--- config.mk ---
export PLATFORM = sky130hd
export DESIGN_NAME = tt_um_guihca_scope
export DESIGN_NICKNAME = d
export VERILOG_FILES = /design/src/rtl/tt_um_guihca_scope.sv
export SDC_FILE = /design/constraint.sdc
export NUM_CORES = 1
export LEC_CHECK = 0
export CAP_MARGIN = 20
export CORE_MARGIN = 2
export CORE_UTILIZATION = 64
export CTS_CLUSTER_DIAMETER = 200
export DETAILED_ROUTE_END_ITERATION = 8
export MAX_ROUTING_LAYER = met4
export PLACE_DENSITY_LB_ADDON = 0.05
export SLEW_MARGIN = 40
export SYNTH_ARGS = -nofsm -noshare
export SYNTH_HDL_FRONTEND = slang
export SYNTH_SLANG_ARGS = --single-unit
--- constraint.sdc ---
create_clock -name clk -period 3.15 [get_ports clk]
set_input_delay 0.7875 -clock clk [delete_from_list [all_inputs] [get_ports clk]]
set_output_delay 0.7875 -clock clk [all_outputs]
set_load 0.01 [all_outputs]
--- src/rtl/tt_um_guihca_scope.sv ---
// ============================================================================
// tt_um_guihca_scope : registered add mode plus DEPTH-bit serial capture scope
// Optional build macro: GUIHCA_SYNC_EN (two-flop synchronizer on ui_in)
// Rev 1.0
// ============================================================================
`default_nettype none

module tt_um_guihca_scope #(
  parameter logic [23:0] MAX_COUNT = 24'd10_000_000,
  parameter int          DEPTH     = 64
) (
  input  logic [7:0] ui_in,
  output logic [7:0] uo_out,
  input  logic [7:0] uio_in,
  output logic [7:0] uio_out,
  output logic [7:0] uio_oe,
  input  logic       ena,
  input  logic       clk,
  input  logic       rst_n
);

  localparam int CW     = $clog2(DEPTH) + 1;
  localparam int AW     = $clog2(DEPTH);
  localparam int NBYTES = DEPTH / 8;
  localparam int KW     = (NBYTES > 1) ? $clog2(NBYTES) : 1;

  typedef enum logic [1:0] {
    IDLE     = 2'b00,
    CAPTURE  = 2'b01,
    PLAYBACK = 2'b10
  } state_t;

  state_t            state_q, state_d;
  logic [7:0]        ui_q, ui_d;
  logic              arm_dly_q, arm_dly_d;
  logic [CW-1:0]     cnt_q, cnt_d;
  logic [KW-1:0]     k_q, k_d;
  logic [23:0]       tick_q, tick_d;
  logic [DEPTH-1:0]  cap_q, cap_d;
  logic [7:0]        uo_q, uo_d;
  logic              arm_rise;
  logic [7:0]        cnt_byte;
  logic              unused_ok;

`ifdef GUIHCA_SYNC_EN
  logic [7:0] sync_q, sync_d;
  always_comb sync_d = ui_in;
  always_comb ui_d   = sync_q;
`else
  always_comb ui_d   = ui_in;
`endif

  assign arm_rise  = ui_q[1] & ~arm_dly_q;
  assign cnt_byte  = 8'(cnt_q);
  assign unused_ok = &{1'b0, uio_in[7:6]};

  always_comb begin
    state_d   = state_q;
    cnt_d     = cnt_q;
    k_d       = k_q;
    tick_d    = tick_q;
    cap_d     = cap_q;
    uo_d      = uo_q;
    arm_dly_d = ui_q[1];

    // Mode low overrides everything, which also swallows a coincident arm edge
    if (!ui_q[2]) begin
      state_d = IDLE;
      uo_d    = ui_q + {2'b00, uio_in[5:0]};
    end else begin
      case (state_q)
        IDLE: begin
          if (arm_rise) begin
            state_d = CAPTURE;
            cnt_d   = '0;
          end
        end
        CAPTURE: begin
          cap_d[cnt_q[AW-1:0]] = ui_q[0];
          cnt_d = cnt_q + 1'b1;
          uo_d  = cnt_byte;
          if (cnt_q == CW'(DEPTH - 1)) begin
            state_d = PLAYBACK;
            k_d     = '0;
            tick_d  = '0;
          end
        end
        PLAYBACK: begin
          uo_d = cap_q[{k_q, 3'b000} +: 8];
          if (tick_q == MAX_COUNT - 24'd1) begin
            tick_d = '0;
            k_d    = (k_q == KW'(NBYTES - 1)) ? '0 : k_q + 1'b1;
          end else begin
            tick_d = tick_q + 24'd1;
          end
          if (arm_rise) begin
            state_d = CAPTURE;
            cnt_d   = '0;
          end
        end
        default: state_d = IDLE;
      endcase
    end
  end

  always_ff @(posedge clk or negedge rst_n) begin
    if (!rst_n) begin
      state_q   <= IDLE;
      ui_q      <= '0;
      arm_dly_q <= 1'b0;
      cnt_q     <= '0;
      k_q       <= '0;
      tick_q    <= '0;
      cap_q     <= '0;
      uo_q      <= '0;
`ifdef GUIHCA_SYNC_EN
      sync_q    <= '0;
`endif
    end else if (ena) begin
      state_q   <= state_d;
      ui_q      <= ui_d;
      arm_dly_q <= arm_dly_d;
      cnt_q     <= cnt_d;
      k_q       <= k_d;
      tick_q    <= tick_d;
      cap_q     <= cap_d;
      uo_q      <= uo_d;
`ifdef GUIHCA_SYNC_EN
      sync_q    <= sync_d;
`endif
    end
  end

  assign uo_out  = uo_q;
  assign uio_out = {state_q, 6'b000000};
  assign uio_oe  = 8'hC0;

endmodule

`default_nettype wire

; Yosys cells after proc, flatten, opt, wreduce, memory -nomap -nowiden
; Cells that the tools add are included.
[word_totals]
register_bits = 117
input_bits = 19
wordCells = 57
[classes]
n_addsub = 4
n_lt_le_gt_ge = 2
n_eq_ne = 11
shifts = 1
muxes = 18
bitwise = 2
n_reduce_logical = 11
[op_table]
columns = operator, count
row1 = 64-bit bitwise mux, 1
row2 = 64-bit by 7-bit variable part select with 8-bit output, 1
row3 = 24-bit two-way mux, 2
row4 = 24-bit case mux with 2 select lines, 1
row5 = "24-bit by 1-bit adder with 24-bit output, second input constant", 1
row6 = "24-bit == test, second input constant", 1
row7 = 8-bit case mux with 2 select lines, 1
row8 = 7-bit case mux with 2 select lines, 1
row9 = 3-bit two-way mux, 3
row10 = 8-bit by 6-bit adder with 8-bit output, 1
row11 = 8-bit two-way mux, 1
row12 = 4-bit AND reduction, 2
row13 = "7-bit by 1-bit adder with 7-bit output, second input constant", 1
row14 = "7-bit by 6-bit == test with 1-bit output, second input constant", 1
row15 = "6-bit by 7-bit less-than comparator with 1-bit output, second input constant", 1
row16 = 7-bit two-way mux, 1
row17 = 1-bit demux with 6-bit select, 1
row18 = "6-bit by 1-bit greater-or-equal comparator with 1-bit output, second input constant", 1
row19 = 2-bit two-way mux, 3
row20 = 3-bit case mux with 2 select lines, 1
row21 = 3-bit AND reduction, 2
row22 = 5-bit AND reduction, 1
row23 = "2-bit != test, second input constant", 2
row24 = 2-bit case mux with 2 select lines, 1
row25 = other kinds (16), 17

; Longest topological paths before layout
; Gate-level depths: netlist of run 1.
[depth]
ltp_word = 5
ltp_mapped = 8
ltp_nobuf = 8

; Worst setup path after synthesis of run 1
; Ideal clock, no wire load.
[synth_path]
kind = input-to-reg
from = in uio_in[1]
to = reg uo_q[7] (netlist: uo_out[7])
setup_ns = 0.069
arrival_ns = 2.300
required_time_ns = 3.081
setup_slack_ns = 0.781
stages = 6
path_buffers = 0
path_cell_list = ha_1 a211oi_1 o21a_1 nor4_1 or4b_2 nand3_1
[synth_between]
elab_chain_len = 2
[synth_rtl]
columns = item, line
row1 = start: declaration, 14  ; input logic [7:0] uio_in,
row2 = 8-bit by 6-bit adder with 8-bit output, 69  ; uo_d = ui_q + {2'b00, uio_in[5:0]};
row3 = 8-bit two-way mux, 67  ; if (!ui_q[2]) begin
row4 = end signal: assignment, 127  ; uo_q <= uo_d;
row5 = end: declaration, 40  ; logic [7:0] uo_q, uo_d;
; Every way passes these cells.
; A chain may end at the register's enable or synchronous reset.

; Worst setup path after layout of run 1
; Same ends and word-level chain as after synthesis.

==> metrics.csv, run 1 <==
stage,metric,value,unit
timing,worst_pin_slew,854,ps
yosys,yosysMostFrequentCell,dfrtp_1,
clocking,cts_tree,done,
drt,first_iter_violations,299,
clocking,postCtsSetupBuffers,0,
drt,wire_per_inst,18.8,um
timing,setup_viol,0,
timing,fin_skew,7.19,ps
final_layout,fill_cells,620,
placement,hpwl,9710,um
setup_path,crit_path_end,uo_out[7],
yosys,post_synth_instance_area,6570,sq um
job,cap_violations,0,
yosys,syn_area_per_cell,10.6,sq um
placement,io_buffers,26,
timing,relSlewSlack,0.430,
timing,hold_viol,0,
timing,max_freq,0.408,GHz
final_layout,nNetsFinal,673,
floorplanning,row_count,36,
timing,report.final.slew_viol_count,0,
floorplanning,initial_core_util,0.666,
clocking,cts_resized,0,
power,p_leak,3.28,nW
clocking,cts.clk_slew.worst_paths,60,ps
grt,antenna_found_initial,1,
timing,setup_tns,0,ps
setup_path,cp_max_fo,3,
drt,drt_wl_total,14900,um
yosys,synth.distinct_cells,71,
setup_path,endpoint_kind,register,
final_layout,synthToLayoutAreaGrowth,13.9,%
power,powerDensity,555,nW/um^2
floorplanning,die_h,105,um
drt,vias,4796,
floorplanning,core,9860,sq um
grt,grt_pass1_vias,4705,
clocking,cts-root-buf,clkbuf_8,
timing,rsz0062_at_grt,false,
placement,gp_congestion,0.911,
yosys,ys.flop_type,dfrtp_1,
grt,grt_pass1_wl,24100,um
timing,post-route-period-util,0.779,
run_status,outcome,"finished, final reports clean",
yosys,ys_async_sr_fraction,1.00,
clocking,cts_sinks,117,
final_layout,drive_gt1_frac,0.244,
setup_path,rrSetupSlack,850,ps
floorplanning,ios,43,
drt,vias_per_cell,6.07,
hold_path,hp-class,in -> async,
final_layout,multi_input_area,3380,sq um
timing,min_period,2450,ps
setup_path,worst_setup_path_start_kind,input pin,
yosys,ys_seq_elements,117,
yosys,synth_edf_count,0,
setup_path,crit_required,3620,ps
yosys,synth_top_area_cell,dfrtp_1,
grt,grt_usage,0.291,
floorplanning,die_x,105,um
drt,dr.pass1.iters,6,
yosys,netlist_top_cells_area,"dfrtp_1, mux2_2, mux4_2",
yosys,yosys-top-cells-count,"dfrtp_1, mux2_2, nand2_1",
grt,grt_start_max_net_pins,71,
setup_path,worstSetupStartpoint,uio_in[1],
clocking,clk-insertion-delay-late,540,ps
grt,grt_overflow,0,
setup_path,cp.arrival,2920,ps
clocking,numCtsBuffers,17,
yosys,ys_seq_area_frac,0.446,
clocking,h-tree-depth,4,
clocking,ctsHoldBuffers,0,
yosys,synth.top_cell.area_share,0.446,
setup_path,criticalPathCategory,in -> reg,
floorplanning,dieArea,11100,sq um
clocking,clockBufferDepth,2,
power,peakVddDrop,496,uV
drt,drc,0,
yosys,ys.warnings.count,0,
yosys,synth_cells,620,
setup_path,r2r_start,k_q[0],
final_layout,seq_area,2930,sq um
drt,drtAntennaViolNets,0,
final_layout,final_util,0.759,
setup_path,r2r_cells,5,
setup_path,rr_endpoint,uo_out[1],
==> logic make-up after synthesis <==
kind of cell,after synthesis,synth area share
other,2,0.00114
AOI/OAI and AO/OA,73,0.0769
xor gates and xnor gates,15,0.0200
DFF,117,0.446
and+or+nand+nor,241,0.188
buffers and inverters,60,0.0472
adders and majority gates,11,0.0221
muxes,101,0.199
==> placed cells by master, fill, tap and decap left out, drive strengths merged, types with 4 or more instances in the layout <==
cell type,instances
nor2,71
nand2,72
and3,7
buf,15
a211o,4
nand3,15
mux2,73
or3,4
conb,14
xor2,13
o21ai,22
and2,4
mux2i,12
clkbuf,21
nand2b,5
clkdlybuf4s50,25
clkinvlp,4
a31oi,6
nand3b,4
nor2b,4
nor3,13
dfrtp,117
a21oi,9
ha,10
mux4,16
nand4,18
a211oi,8
inv,13
nor4,7
==> how the worst min path moves through the flow <==
| stage | slack [ps] | endpoint | cells past startpoint | from |
|---|---|---|---|---|
| after floorplan | 460 | tick_q[6] | 1 | tick_q[6] |
| after detailed placement | 490 | cap_q[37] | 1 | cap_q[37] |
| final | 130 | tick_q[19] | 1 | rst_n |
| after global routing | 140 | tick_q[16] | 1 | rst_n |
| after global placement | 480 | uo_out[6] | 1 | uo_out[6] |
| after CTS | 110 | tick_q[4] | 1 | rst_n |
==> metal layers <==
metal,vias to the layer above,global-route usage,wire (um),share of wire
li1,2253,-,-,-
met1,2396,0.367,6540,0.44
met2,131,0.469,7460,0.50
met3,16,0.0674,693,0.047
met4,0,0.0933,176,0.012
met5,-,-,0,0
==> where the power goes <==
part           internal, mW  total [mW]  switching, mW
clock                  1.23        1.93          0.701
sequential             1.60        1.73          0.124
combinational         0.248       0.502          0.254
==> area by class of cell <==
type                    instances  area share
diodes                          1    0.000334
clock buffers                  21      0.0587
clock inverters                11      0.0202
inverters                      12     0.00602
multi-input cells             455       0.451
flip-flops and latches        117       0.391
well taps                     133      0.0222
repair buffers                 40      0.0502
==> sequential cells by signal (all words and copies together) (netlist names) <==
signal	count
state_q	2
ui_q	8
uo_out	8
k_q	3
arm_dly_q	1
tick_q	24
cap_q	64
cnt_q	7
==> per-stage QoR <==
stage                     setup WS, ps  hold WS, ps  power (mW)  std cells  instance area (sq um)
after floorplan                    781          459        2.04        632                   6620
after global placement             228          481        2.23        757                   6890
after detailed placement           169          488        2.25        757                   6890
after CTS                          715          113        4.18        789                   7480
after global routing               572          138        4.30        790                   7480
final                              697          129        4.16        790                   7480
==> worst max-delay path, cell delays in order <==
cell and delay, ps:
clkdlybuf4s50_1 420, ha_1 320, a211oi_1 420, o21a_1 190, nor4_1 60, or4b_2 620, nand3_1 110
(Power assumes the default switching activity.)
==> run 2: changes to the inputs <==
--- a/config.mk
+++ b/config.mk
@@ -7,7 +7,7 @@
 export LEC_CHECK = 0
 export CAP_MARGIN = 20
 export CORE_MARGIN = 2
-export CORE_UTILIZATION = 64
+export CORE_UTILIZATION = 60
 export CTS_CLUSTER_DIAMETER = 200
 export DETAILED_ROUTE_END_ITERATION = 8
 export MAX_ROUTING_LAYER = met4
==> constraint.sdc (replaced) <==
create_clock -name clk -period 2.4 [get_ports clk]
set_input_delay 0.6 -clock clk [delete_from_list [all_inputs] [get_ports clk]]
set_output_delay 0.6 -clock clk [all_outputs]
set_load 0.01 [all_outputs]
==> run 2 against run 1 <==
Die area is 6.4% higher. Clock skew is 0.73 ps lower. Largest power group unchanged. First-iteration DRC count is 5.0% lower. Wire length is 0.90% lower. Global-route usage is 0.82 points lower. Hold slack worse by 75 ps.
==> metrics.csv, run 2 (same netlist as run 1, synthesis figures left out) <==
stage,metric,value,unit,change
run_status,outcome,"finished, final reports clean",,unchanged
setup_path,rr_endpoint,tick_q[5],,was uo_out[1]
drt,vias_per_cell,5.91,,was 6.07
clocking,cts-root-buf,clkbuf_8,,unchanged
power,p_leak,3.48,nW,was 3.28 nW
drt,wire_per_inst,17.8,um,was 18.8 um
setup_path,slowest_delay,460,ps,was 620 ps
floorplanning,die_x,109,um,was 105 um
power,power.total,5.55,mW,was 4.16 mW
setup_path,crit_slowest_cell,clkdlybuf4s50_1,,was or4b_2
timing,setup_tns,0,ps,unchanged
power,internal-power,4.18,mW,was 3.08 mW
setup_path,worst_setup_path_start_kind,input pin,,unchanged
setup_path,cp_max_fo,3,,unchanged
grt,antenna_found_initial,0,,was 1
clocking,numCtsBuffers,17,,unchanged
clocking,h-tree-depth,4,,unchanged
final_layout,final_common_cell,dfrtp_1,,unchanged
setup_path,r2r_start,tick_q[18],,was k_q[0]
drt,drc,0,,unchanged
setup_path,r2r_cells,5,,unchanged
drt,drtAntennaViolNets,0,,unchanged
grt,grt_overflow,0,,unchanged
clocking,clockBufferDepth,2,,unchanged
final_layout,top_regs,"cap_q x64, tick_q x24",,unchanged
clocking,cts_sinks,117,,unchanged
grt,grt_usage,0.283,,was 0.291
final_layout,drive_gt1_frac,0.284,,was 0.244
timing,report.final.slew_viol_count,0,,unchanged
setup_path,crit_required,2810,ps,was 3620 ps
timing,worst_pin_slew,626,ps,was 854 ps
final_layout,fin_cells,830,,was 790
grt,grt_start_max_net_pins,66,,was 71
floorplanning,dieArea,11800,sq um,was 11100 sq um
placement,io_buffers,26,,unchanged
timing,rsz0062_at_grt,false,,unchanged
grt,grt_pass1_vias,4950,,was 4705
timing,relSlewSlack,0.579,,was 0.430
timing,setup_viol,0,,unchanged
floorplanning,initial_core_util,0.611,,was 0.666
job,cap_violations,0,,unchanged
final_layout,synthToLayoutAreaGrowth,18.4,%,was 13.9%
placement,hpwl,10100,um,was 9710 um
timing,fin_skew,6.46,ps,was 7.19 ps
clocking,cts_tree,done,,unchanged
power,p_sw_frac,0.248,,was 0.260
grt,grt_pass1_wl,24800,um,was 24100 um
timing,hold_viol,0,,unchanged
floorplanning,core,10700,sq um,was 9860 sq um
final_layout,largest-register,cap_q,,unchanged
power,clock_power_share,0.460,,was 0.464
power,powerDensity,714,nW/um^2,was 555 nW/um^2
clocking,clk-insertion-delay-late,530,ps,was 540 ps
timing,max_freq,0.446,GHz,
power,p_sw,1.38,mW,was 1.08 mW
floorplanning,row_count,38,,was 36
drt,drt_wl_total,14700,um,was 14900 um
drt,dr.pass1.iters,6,,unchanged
setup_path,crit_path_cell_trace,clkdlybuf4s50_1 > ha_1 > inv_1 > fa_1 > nor2b_1 > o31a_1 > mux2i_1 > a21boi_0 > a211o_1,,was clkdlybuf4s50_1 > ha_1 > a211oi_1 > o21a_1 > nor4_1 > or4b_2 > nand3_1
clocking,cts.clk_slew.worst_paths,60,ps,about the same
setup_path,criticalPathCategory,in -> reg,,unchanged
timing,min_period,2240,ps,
final_layout,antennaDiodeCount,0,,was 1
floorplanning,ios,43,,unchanged
hold_path,hp-class,in -> async,,unchanged
final_layout,largest_register_ffs,64,,unchanged
drt,first_iter_violations,284,,was 299
setup_path,rrSetupSlack,240,ps,was 850 ps
final_layout,nNetsFinal,710,,was 673
clocking,postCtsSetupBuffers,0,,unchanged
power,p_seq_frac,0.397,,was 0.415
drt,vias,4907,,was 4796
placement,dp_cells,801,,was 757
placement,gp_congestion,0.899,,was 0.911
setup_path,endpoint_kind,register,,unchanged
power,pwr-share-comb,0.143,,was 0.121
timing,post-route-period-util,0.933,,
power,peakVddDrop,682,uV,was 496 uV
setup_path,cp.arrival,2650,ps,was 2920 ps
final_layout,final_cell_mix,"dfrtp_1, mux2_2, nand2_1",,unchanged
floorplanning,die_h,109,um,was 105 um
final_layout,final_util,0.724,,was 0.759
-- run 2: changes by cell type in the layout (fill, tap and decap cells not counted), sizes merged --
| cell | previous run | this run |
|---|---|---|
| diode | 1 | 0 |
| clkinvlp | 4 | 3 |
| buf | 15 | 52 |
| inv | 13 | 12 |
| clkbuf | 21 | 19 |
| bufinv | 3 | 4 |
-- run 2: critical path: cells and delay by family --
family | cells | cell delay [ps]
AOI/OAI and AO/OA | 3 | 520
buffers and inverters | 2 | 540
muxes | 1 | 170
adders and majority gates | 2 | 600
and+or+nand+nor | 1 | 210
-- run 2: worst max path at each step --
stage / startpoint / end
finish: uio_in[0] / uo_out[6]
global route: uio_in[0] / uo_out[6]
CTS: uio_in[0] / uo_out[4]
detailed placement: uio_in[0] / uo_out[6]
global placement: uio_in[0] / uo_out[6]
floorplan: uio_in[1] / uo_out[7]
-- run 2: layout make-up --
cell class                 count  area, sq um
multi-input combinational    455         3380
sequential                   117         2930
clock buffer                  19          432
clock inverter                10          158
timing repair buffer          77          666
tap                          140          175
fill                         789         2960
inverter                      12         45.0
-- run 2: repair_timing --
item / 4_1_cts / 5_1_grt
resized for setup: 0 / 1
endpoints found under the hold margin: 0 / 0
hold buffers: 0 / 0
endpoints found under the setup margin: 0 / 1
-- run 2: power by group through the flow --
stage / registers [mW] / logic, mW / clock network [mW]
6_report: 2.20 / 0.793 / 2.56
5_1_grt: 2.22 / 0.872 / 2.69
4_1_cts: 2.20 / 0.793 / 2.60
3_5_place_dp: 2.24 / 0.786 / 0
3_3_place_gp: 2.23 / 0.772 / 0
2_1_floorplan: 2.23 / 0.453 / 0
-- run 2: metal layers --
layer  track usage  up-vias  part of all wire  wire [um]
li1              -     2325                 -          -
met1         0.375     2447              0.45       6570
met2         0.439      116              0.50       7320
met3        0.0663       19             0.042        617
met4        0.0797        0             0.015        221
met5             -        -                 0          0
-- run 2: per-stage QoR --
stage	instance area (sq um)	worst slack, ps	hold slack, ps
after detailed placement	7190	-371	490
after CTS	7780	119	63.1
after global routing	7780	13.2	81.8
after global placement	7190	-305	482
after floorplan	6620	219	304
final	7780	160	54.2
==> run 3: changes to the inputs <==
--- a/config.mk
+++ b/config.mk
@@ -9,6 +9,7 @@
 export CORE_MARGIN = 2
 export CORE_UTILIZATION = 60
 export CTS_CLUSTER_DIAMETER = 200
+export CTS_CLUSTER_SIZE = 20
 export DETAILED_ROUTE_END_ITERATION = 8
 export MAX_ROUTING_LAYER = met4
 export PLACE_DENSITY_LB_ADDON = 0.05
==> results of run 3 <==
The final DEF is identical to that of run 2; final timing and power are the same.
==> variant (flow settings as in run 3) <==
Build with the macro `GUIHCA_SYNC_EN` defined.
--- a/src/rtl/tt_um_guihca_scope.sv
+++ b/src/rtl/tt_um_guihca_scope.sv
@@ -4,6 +4,8 @@
 // Rev 1.0
 // ============================================================================
 `default_nettype none
+
+`define GUIHCA_SYNC_EN
 
 module tt_um_guihca_scope #(
   parameter logic [23:0] MAX_COUNT = 24'd10_000_000,
Check against the original RTL: not equivalent (Yosys sat finds a counterexample within 4 cycles, from zero or initial values and one cycle with rst_n low).
==> variant against run 3 <==
Final cell count rose by 3.9%. Worst hold slack improved by 0.036 ns. Setup slack got worse by 0.067 ns. Sequential cell count rose by 8. Total power rose by 2.3%. Non-clock buffer count rose by 1. Register-to-register slack improved by 0.03 ns. Design area rose by 5.4%. Area after synthesis rose by 6.4%. Sequential power rose by 7%. Wire length rose by 6.4%. Die area rose by 6.2%. Critical endpoint unchanged. Largest cell class unchanged. Highest routed layer unchanged.
==> variant: results (changes against run 3) <==
run_status:
  status: "complete, no violations"  # unchanged
finish:
  nets: 738  # was 710
  drive_gt1_share_pct: 28.1  # was 28.4%
sta:
  holdWs_ns: 0.0898  # was 0.0542 ns
  fin_worst_skew_ns: 0.0108  # was 0.00646 ns
  tightestPinTransition_ns: 0.587  # was 0.626 ns
synth:
  ys_top_cells_by_area: "dfrtp_1 (45%), mux2_2 (13%), mux4_2 (5.2%)"  # was dfrtp_1 (45%), mux2_2 (12%), mux4_2 (5.5%)
  yosysUniqueCellTypes: 76  # was 71
  synth_commonest_cells: "dfrtp_1 (125), mux2_2 (80), nor2_1 (73), nand2_1 (59), nor3_1 (22)"  # was dfrtp_1 (117), mux2_2 (72), nand2_1 (71), nor2_1 (60), o21ai_0 (22)
  ys_seq_area_share_pct: 44.7  # was 44.6%
routing:
  drt_iter0_markers: 341  # was 284
  drt_pass1_iterations: 5  # was 6
  wl_met1_um: 6780  # was 6570 µm
  wl_met3_um: 718  # was 617 µm
  wl_per_cell_um: 18.2  # was 17.8 µm
  met2_length_um: 7910  # was 7320 µm
clock_network:
  worst_skew_pair.late_latency_ns: 0.42  # was 0.53 ns
  ctsRootBufferMaster: "clkbuf_16"  # was clkbuf_8
  post-cts-setup-buffers: 0  # unchanged
global_routing:
  grtUsageTotal_pct: 28.2  # was 28.3%
  grt_pass1_vias: 5354  # was 4950
  grt_max_degree: 68  # was 66
pwr:
  vdd_ir_drop_max_v: 0.000860  # was 0.000682 V
  p_leak_nw: 3.63  # was 3.48 nW
worst_hold_path:
  min_path_type: "in2async"  # unchanged
critical_path:
  rr_worst_depth: 6  # was 5
  r2r-start: "cnt_q[0]"  # was tick_q[18]
  cp_max_fo: 2  # was 3
  worstPathArrival_ns: 2.61  # was 2.65 ns
  rrSetupSlack_ns: 0.27  # was 0.24 ns
==> variant: per-stage QoR <==
stage	utilization, %	setup WS (ns)	cell area (µm²)	instances	TNS (ns)
detailed placement	66.9	-0.321	7640	832	-3.38
finish	71.8	0.0931	8200	862	0
global route	71.8	0.0176	8200	862	0
global placement	66.9	-0.270	7640	832	-2.08
CTS	71.8	0.113	8200	862	0
floorplan	-	0.219	7040	658	0
==> variant: cells by family (layout without fill, tap and decap cells) <==
logic type | Yosys count | count (layout) | share of synthesized area, %
and+or+nand+nor | 254 | 254 | 19.8
DFF | 125 | 125 | 44.7
muxes | 107 | 107 | 19.6
AOI/OAI and AO/OA | 70 | 70 | 7.20
buffers and inverters | 60 | 121 | 4.26
xor gates and xnor gates | 17 | 17 | 2.13
adders and majority gates | 11 | 11 | 2.08
other | 2 | 14 | 0.107
==> variant: power breakdown <==
group / internal (mW) / switching, mW
Clock: 1.54 / 0.933
Combinational: 0.426 / 0.426
Sequential: 2.25 / 0.111
Total: 4.21 / 1.47
==> variant: cell type report <==
class / count / area [µm²]
flip-flops and latches: 125 / 3130
clock buffers: 20 / 447
clock inverters: 10 / 119
fillers: 811 / 3210
repair buffers: 78 / 673
well taps: 143 / 179
inverters: 13 / 48.8
multi-input cells: 473 / 3610
==> variant: metal layers <==
metal	GRT usage, %	vias up
met4	9.84	0
met3	6.70	29
met1	35.5	2552
met2	45.1	128
li1	-	2435
met5	-	-
==> variant: worst min path at each step <==
stage                     startpoint        end  cells past startpoint
after global placement     sync_q[1]    ui_q[1]                      2
after CTS                      rst_n  sync_q[4]                      1
after detailed placement   sync_q[1]    ui_q[1]                      2
after floorplan                rst_n  arm_dly_q                      0
final                          rst_n  sync_q[0]                      1
after global routing           rst_n  sync_q[0]                      1
